===== config.mk =====
export PLATFORM = sky130hd
export DESIGN_NAME = sample_trigger
export DESIGN_NICKNAME = d
export VERILOG_FILES = /design/src/rtl/sample_trigger_pkg.sv /design/src/rtl/sample_trigger_match.sv /design/src/rtl/sample_trigger.sv
export SDC_FILE = /design/constraint.sdc
export NUM_CORES = 1
export LEC_CHECK = 0
export ABC_AREA = 1
export CORE_MARGIN = 3
export CORE_UTILIZATION = 40
export DETAILED_ROUTE_END_ITERATION = 8
export HOLD_SLACK_MARGIN = 0.02
export PLACE_DENSITY = 0.76
export SYNTH_ARGS = -nofsm -noshare
export SYNTH_HDL_FRONTEND = slang
export SYNTH_SLANG_ARGS = --single-unit

===== constraint.sdc =====
create_clock -name clk -period 4.87 [get_ports clk]
set_input_delay 0.487 -clock clk [delete_from_list [all_inputs] [get_ports clk]]
set_output_delay 0.487 -clock clk [all_outputs]
set_load 0.005 [all_outputs]

===== src/rtl/sample_trigger_pkg.sv =====
// Shared types and constants for the sample_trigger block.
//   state_t       : FSM states; their encoding is what state_out shows
//   TRIG_COUNT_W  : width of the trigger counter output
//   STATE_W       : width of state_out
//   drives_capture: true for the states in which the sampler runs
package sample_trigger_pkg;

    localparam int unsigned TRIG_COUNT_W = 16;
    localparam int unsigned STATE_W      = 3;

    typedef enum logic [STATE_W-1:0] {
        ST_IDLE    = 3'd0,
        ST_ARMED   = 3'd1,
        ST_DELAY   = 3'd2,
        ST_CAPTURE = 3'd3,
        ST_DONE    = 3'd4
    } state_t;

    // The sampler is released from reset only while capturing or holding results.
    function automatic logic drives_capture(input state_t st);
        return (st == ST_CAPTURE) || (st == ST_DONE);
    endfunction

endpackage


===== src/rtl/sample_trigger_match.sv =====
// trigger_match: masked compare of the probe word plus optional edge qualifier.
// Ports:
//   clk, reset      : clock and asynchronous active-high reset
//   clear           : arm accepted this cycle; restarts edge history
//   data_in         : live probe word
//   mask, value     : latched compare mask and required values
//   edge_en         : latched edge-mode select
//   hit_c           : combinational trigger qualifier for this cycle
// Macro SAMPLE_TRIGGER_EDGE_EN enables edge mode; otherwise edge_en is ignored.
module trigger_match #(
    parameter int unsigned width = 32
) (
    input  logic             clk,
    input  logic             reset,
    input  logic             clear,
    input  logic [width-1:0] data_in,
    input  logic [width-1:0] mask,
    input  logic [width-1:0] value,
    input  logic             edge_en,
    output logic             hit_c
);

    logic match_c;

    // Only bits set in mask take part; mask of zero matches unconditionally.
    assign match_c = (((data_in ^ value) & mask) == '0);

`ifdef SAMPLE_TRIGGER_EDGE_EN
    logic prev_q, prev_d;
    logic valid_q, valid_d;

    // History restarts at arm: the first armed cycle only seeds prev, so a
    // level already present at arm time never counts as a rising match.
    always_comb begin
        prev_d  = match_c;
        valid_d = 1'b1;
        if (clear) begin
            prev_d  = 1'b0;
            valid_d = 1'b0;
        end
    end

    always_ff @(posedge clk or posedge reset) begin
        if (reset) begin
            prev_q  <= 1'b0;
            valid_q <= 1'b0;
        end else begin
            prev_q  <= prev_d;
            valid_q <= valid_d;
        end
    end

    assign hit_c = edge_en ? (match_c && valid_q && !prev_q) : match_c;
`else
    logic unused_edge;

    assign unused_edge = ^{clk, reset, clear, edge_en};
    assign hit_c       = match_c;
`endif

endmodule


===== src/rtl/sample_trigger.sv =====
// sample_trigger: arms on request, waits for a masked match on the probe
// word, optionally delays, then releases the sampler and waits for it to
// report completion.
// Ports:
//   clk, reset        : sampler write clock, asynchronous active-high reset
//   data_in/data_out  : probe word and its one-cycle registered copy
//   arm, abort        : single-cycle control requests (abort has priority)
//   trig_mask/value   : compare mask and required values (latched on arm)
//   trig_delay        : cycles from match to capture start (latched on arm)
//   trig_edge         : edge-mode select (latched on arm)
//   samp_done         : sampler completion, honoured only in CAPTURE
//   samp_reset_n      : sampler reset, high in CAPTURE and DONE
//   state_out         : current state encoding
//   done_pulse        : one cycle on entry to DONE
//   trig_count        : triggers since reset, wrapping
// Macro SAMPLE_TRIGGER_EDGE_EN enables edge-mode matching.
module sample_trigger
    import sample_trigger_pkg::*;
#(
    parameter int unsigned width     = 32,
    parameter int unsigned delayBits = 16
) (
    input  logic                    clk,
    input  logic                    reset,
    input  logic [width-1:0]        data_in,
    output logic [width-1:0]        data_out,
    input  logic                    arm,
    input  logic                    abort,
    input  logic [width-1:0]        trig_mask,
    input  logic [width-1:0]        trig_value,
    input  logic [delayBits-1:0]    trig_delay,
    input  logic                    trig_edge,
    input  logic                    samp_done,
    output logic                    samp_reset_n,
    output logic [STATE_W-1:0]      state_out,
    output logic                    done_pulse,
    output logic [TRIG_COUNT_W-1:0] trig_count
);

    state_t                  state_q, state_d;
    logic [width-1:0]        data_out_q, data_out_d;
    logic [width-1:0]        mask_q, mask_d;
    logic [width-1:0]        value_q, value_d;
    logic [delayBits-1:0]    delay_q, delay_d;
    logic                    edge_q, edge_d;
    logic [delayBits-1:0]    cnt_q, cnt_d;
    logic [TRIG_COUNT_W-1:0] trig_count_q, trig_count_d;
    logic                    samp_reset_n_q, samp_reset_n_d;
    logic                    done_pulse_q, done_pulse_d;
    logic                    arm_accept_c;
    logic                    hit_c;

    trigger_match #(.width(width)) u_match (
        .clk     (clk),
        .reset   (reset),
        .clear   (arm_accept_c),
        .data_in (data_in),
        .mask    (mask_q),
        .value   (value_q),
        .edge_en (edge_q),
        .hit_c   (hit_c)
    );

    // Next-state, counters and registered-output computation.
    always_comb begin
        state_d        = state_q;
        data_out_d     = data_in;
        mask_d         = mask_q;
        value_d        = value_q;
        delay_d        = delay_q;
        edge_d         = edge_q;
        cnt_d          = cnt_q;
        trig_count_d   = trig_count_q;
        arm_accept_c   = 1'b0;

        case (state_q)
            ST_IDLE: begin
                if (arm) begin
                    arm_accept_c = 1'b1;
                    state_d      = ST_ARMED;
                end
            end
            ST_ARMED: begin
                if (hit_c) begin
                    trig_count_d = trig_count_q + TRIG_COUNT_W'(1);
                    if (delay_q == '0) begin
                        state_d = ST_CAPTURE;
                    end else begin
                        state_d = ST_DELAY;
                        cnt_d   = delay_q;
                    end
                end
            end
            ST_DELAY: begin
                // Counter holds the cycles left including this one.
                cnt_d = cnt_q - delayBits'(1);
                if (cnt_q == delayBits'(1)) begin
                    state_d = ST_CAPTURE;
                end
            end
            ST_CAPTURE: begin
                if (samp_done) begin
                    state_d = ST_DONE;
                end
            end
            ST_DONE: begin
                if (arm) begin
                    arm_accept_c = 1'b1;
                    state_d      = ST_ARMED;
                end
            end
            default: begin
                state_d = ST_IDLE;
            end
        endcase

        // Abort overrides everything decided above, including a trigger.
        if (abort) begin
            state_d      = ST_IDLE;
            arm_accept_c = 1'b0;
            trig_count_d = trig_count_q;
        end

        if (arm_accept_c) begin
            mask_d  = trig_mask;
            value_d = trig_value;
            delay_d = trig_delay;
            edge_d  = trig_edge;
        end

        samp_reset_n_d = drives_capture(state_d);
        done_pulse_d   = (state_q == ST_CAPTURE) && (state_d == ST_DONE);
    end

    // State and output registers.
    always_ff @(posedge clk or posedge reset) begin
        if (reset) begin
            state_q        <= ST_IDLE;
            data_out_q     <= '0;
            mask_q         <= '0;
            value_q        <= '0;
            delay_q        <= '0;
            edge_q         <= 1'b0;
            cnt_q          <= '0;
            trig_count_q   <= '0;
            samp_reset_n_q <= 1'b0;
            done_pulse_q   <= 1'b0;
        end else begin
            state_q        <= state_d;
            data_out_q     <= data_out_d;
            mask_q         <= mask_d;
            value_q        <= value_d;
            delay_q        <= delay_d;
            edge_q         <= edge_d;
            cnt_q          <= cnt_d;
            trig_count_q   <= trig_count_d;
            samp_reset_n_q <= samp_reset_n_d;
            done_pulse_q   <= done_pulse_d;
        end
    end

    assign data_out     = data_out_q;
    assign samp_reset_n = samp_reset_n_q;
    assign state_out    = state_q;
    assign done_pulse   = done_pulse_q;
    assign trig_count   = trig_count_q;

endmodule


==> results.md <==
- The post-route non-filler standard cell count is approximately 1100.
- The final standard cell utilization of the core is around 56%.
- The share of power burned in registers is 44.8%.
- The CTS tree is yes.
- The category of the worst setup path launch point is a flip-flop.
- In this run the tool buffered the top-level ports with roughly 170 buffer cells.
- The final critical-path setup slack is 2710 ps.
- The most numerous cell in the Yosys netlist is nand2_1.
- The chip height is between 100 and 150 µm.
- The final hold violation count is 0.
- The count of maximum capacitance violations is 0.
- The post-DP HPWL is 11700 µm.
- The residual overflow from global routing is 0.
- Counting tap cells, the placed design contains a total of around 1100 instances.
- Before antenna repair, the detailed router went through 4 iterations.
- Pin placement for this block handled ~170 I/O pins.
- The leakage power is ~4.2 nW.
- The initial antenna violation count was 2.
- The commonest cells after synthesis are 155 x nand2_1, 149 x dfrtp_1, 97 x inv_1.
- Wires add up to 15800 µm.
- For this run, design rule violations remaining after detail routing come to 0.
- The first-pass GRT wire length is 26300 µm.
- The area enclosed by the die boundary is approximately 0.019 mm².
- In the global route stage, overall resource usage came out at between 10% and 20%.
- The clock network power share is 36.5%.
- The worst path in the final design needs a cycle of about 2200 ps, including I/O delays and setup.
- The core region is 0.0166 mm².
- The cell chosen for the clock root is clkbuf_16.
- Data arrives at the worst endpoint at between 2000 and 2500 ps.
- The final weighted congestion in routability-driven placement is 0.799.
- The fmax is 462 MHz.
- The clock skew after layout is 7.72 ps.
- The largest driver fanout on the critical path is 19.
- Once the floorplan was initialized, standard cells occupied between 40% and 50% of the core.
- The via count is around 5500.
- The first routing iteration left 215 violations.
- The unique cell type count in the Yosys netlist is 36.
- By area the synthesized netlist is led by dfrtp_1 55%, nand2_1 8.5%, mux2_2 8.4%.
- Counting every instance in the synthesized netlist gives ~740.
- The number of warnings reported in the yosys synthesis log is 0.
- The share of synthesized flip-flops with an asynchronous set or reset is between 90% and 100%.
- Row generation in the floorplan step produced 47 rows.
- In this run, post-CTS repair resized a total of 0 instances.
- The primary flip-flop cell chosen by synthesis mapping is dfrtp_1.
- The number of nets handed over by synthesis was 857.
- Dividing the synthesized area by the synthesized cell count gives around 9.3 µm².
- The per-cell routed wire length is ~14 µm.
- After synthesis, flip-flops and latches occupy 54.7% of the total area.
- In this run the deepest clock path goes through 2 buffers.
- Dividing the final minimum period by the clock period gives 44.4%.
- For this design the total switching power over the nets is slightly below 1 mW.
- The total CTS buffers is 17.
- The fraction of synthesized cell area taken by the top area cell type is ~55%.
- The horizontal die dimension is ~140 µm.
- Headroom to the max-slew limit came out at 51.2%.
- In this run switching power makes up 27.9% of total power.
- The max-slew violation total from the final report was 0.
- The depth of the CTS H-tree is 4.
- The path type of the worst setup path is reg2reg.
- The layout overhead on the synthesized area is 36.2%.
- The mapped netlist covers between 0.006 and 0.007 mm².
- After synthesis the netlist holds a flip-flop and latch count of ~150.
- The number of global-route vias before repair is roughly 5500.
- Power spread over the standard cell area amounts to between 300 and 400 mW/mm².
- The min-delay analysis places its worst path in the category reg2reg.
- Counting flops with a built-in enable in the synthesized netlist gives 0.
- Setup repair after global routing left no endpoint under its margin.
- The clock reaches the later pin of the worst-skew pair after roughly 420 ps.
- The largest area contributor in the netlist is dfrtp_1.
- Entering global routing, the biggest net connects a little under 80 pins.
- The sort of element at the end of the critical path is a flip-flop.
- Data on the critical path is required at its endpoint by approximately 5000 ps.
- In this run the remaining antenna-violating nets after routing total 0.
- In the final layout, the share of cells above drive strength 1 is between 10% and 20%.
- The flow ran to the end, and the final reports show no timing, DRC or antenna violations.
- The share of total power in combinational logic is about a fifth.
- The number of buffers inserted for hold repair after clock tree synthesis is 0.
- For the pin with the worst max-slew slack, the measured transition is between 700 and 800 ps.
- The net count of the finished layout is a little over 1000.
- The internal portion of the total power is ~2.5 mW.
- The post-CTS clock slew at the launch and capture registers of the worst setup and hold paths is 60 ps.
- After detailed routing, the number of vias per cell comes to 4.81.
- The largest vdd supply drop is between 0.2 and 0.25 mV.
- Prior to clock tree synthesis, the placed netlist has a worst setup slack of between 2000 and 2500 ps.
- The number of diodes added for antenna fixing is 0.
- Once the clock tree was built, the setup fixing pass inserted 0 buffers.
- The clock net in this run drives a total of approximately 150 sinks.
- Setup violations remaining at the end of the flow were counted as 0.
- After routing, the total negative slack on setup checks comes to 0 ps.
==> registers in the layout, indices dropped and copies added (netlist names) <==
name          count
delay_q          16
state_out         3
mask_q           32
done_pulse        1
cnt_q            16
value_q          32
data_out         32
trig_count       16
samp_reset_n      1
==> power by group through the flow <==
stage / Sequential, mW / Combinational (mW) / Clock [mW]
6_report: 1.55 / 0.647 / 1.26
3_5_place_dp: 1.57 / 0.654 / 0
2_1_floorplan: 1.54 / 0.429 / 0
3_3_place_gp: 1.56 / 0.631 / 0
4_1_cts: 1.55 / 0.658 / 1.30
5_1_grt: 1.57 / 0.744 / 1.35
==> cell families (layout without fill, tap and decap cells) <==
group / after synthesis / in the layout / share of synthesized area (%)
and+or+nand+nor: 307 / 307 / 19.4
muxes: 53 / 53 / 8.73
AOI/OAI and AO/OA: 88 / 88 / 7.04
adders and majority gates: 3 / 3 / 0.551
buffers and inverters: 119 / 304 / 7.33
DFF: 149 / 149 / 54.7
xor gates and xnor gates: 17 / 17 / 2.19
==> per-stage QoR <==
| step | hold slack (ps) | power, mW | area (µm²) |
|---|---|---|---|
| 6_report | 485 | 3.46 | 9280 |
| 5_1_grt | 516 | 3.67 | 9280 |
| 4_1_cts | 485 | 3.50 | 9280 |
| 3_5_place_dp | 473 | 2.22 | 8710 |
| 3_3_place_gp | 465 | 2.19 | 8710 |
| 2_1_floorplan | 455 | 1.96 | 6810 |
==> critical path: stages (launching register included) <==
cell,delay [ps]
dfrtp_1,490
inv_2,70
nor3_4,570
inv_2,300
o21ai_2,160
nand2_4,170
clkinv_4,160
o21ai_0,100
==> worst paths after layout <==
path / cells after the start / startpoint / slack, ps / endpoint
min: 2 / cnt_q[1] / 480 / cnt_q[1]
min reg2reg: 2 / cnt_q[1] / 480 / cnt_q[1]
min in group asynchronous: 2 / reset / 590 / trig_count[4]
max reg2reg: 7 / state_out[1] / 2710 / cnt_q[10]
max in group asynchronous: 3 / reset / 3340 / delay_q[5]
max: 7 / state_out[1] / 2710 / cnt_q[10]
==> layout make-up <==
class / count / area (µm²)
Multi-Input combinational cell: 468 / 2600
Timing Repair Buffer: 174 / 1730
Sequential cell: 149 / 3730
Clock buffer: 17 / 425
Tap cell: 220 / 275
Fill cell: 1464 / 7370
Inverter: 100 / 385
Clock inverter: 13 / 136
==> cell usage in the layout, fill, tap and decap left out, drive strengths merged <==
cell type	count
a21oi	38
a31o	1
a31oi	2
buf	5
bufinv	2
clkbuf	17
clkdlybuf4s50	169
clkinv	10
clkinvlp	1
dfrtp	149
ha	3
inv	100
mux2	51
mux2i	2
nand2	159
nand3	51
nand3b	2
nand4	6
nor2	68
nor3	12
nor4	5
o21ai	46
o31ai	1
or2	4
xnor2	10
xor2	7
==> layer usage <==
metal | vias to the layer above | part of all wire [%] | GRT usage, %
li1 | 2708 | - | -
met1 | 2603 | 41 | 21.4
met2 | 152 | 50 | 30.6
met3 | 18 | 7.7 | 7.13
met4 | 4 | 1.1 | 4.14
met5 | - | 0.15 | 0
(Power assumes the default switching activity.)
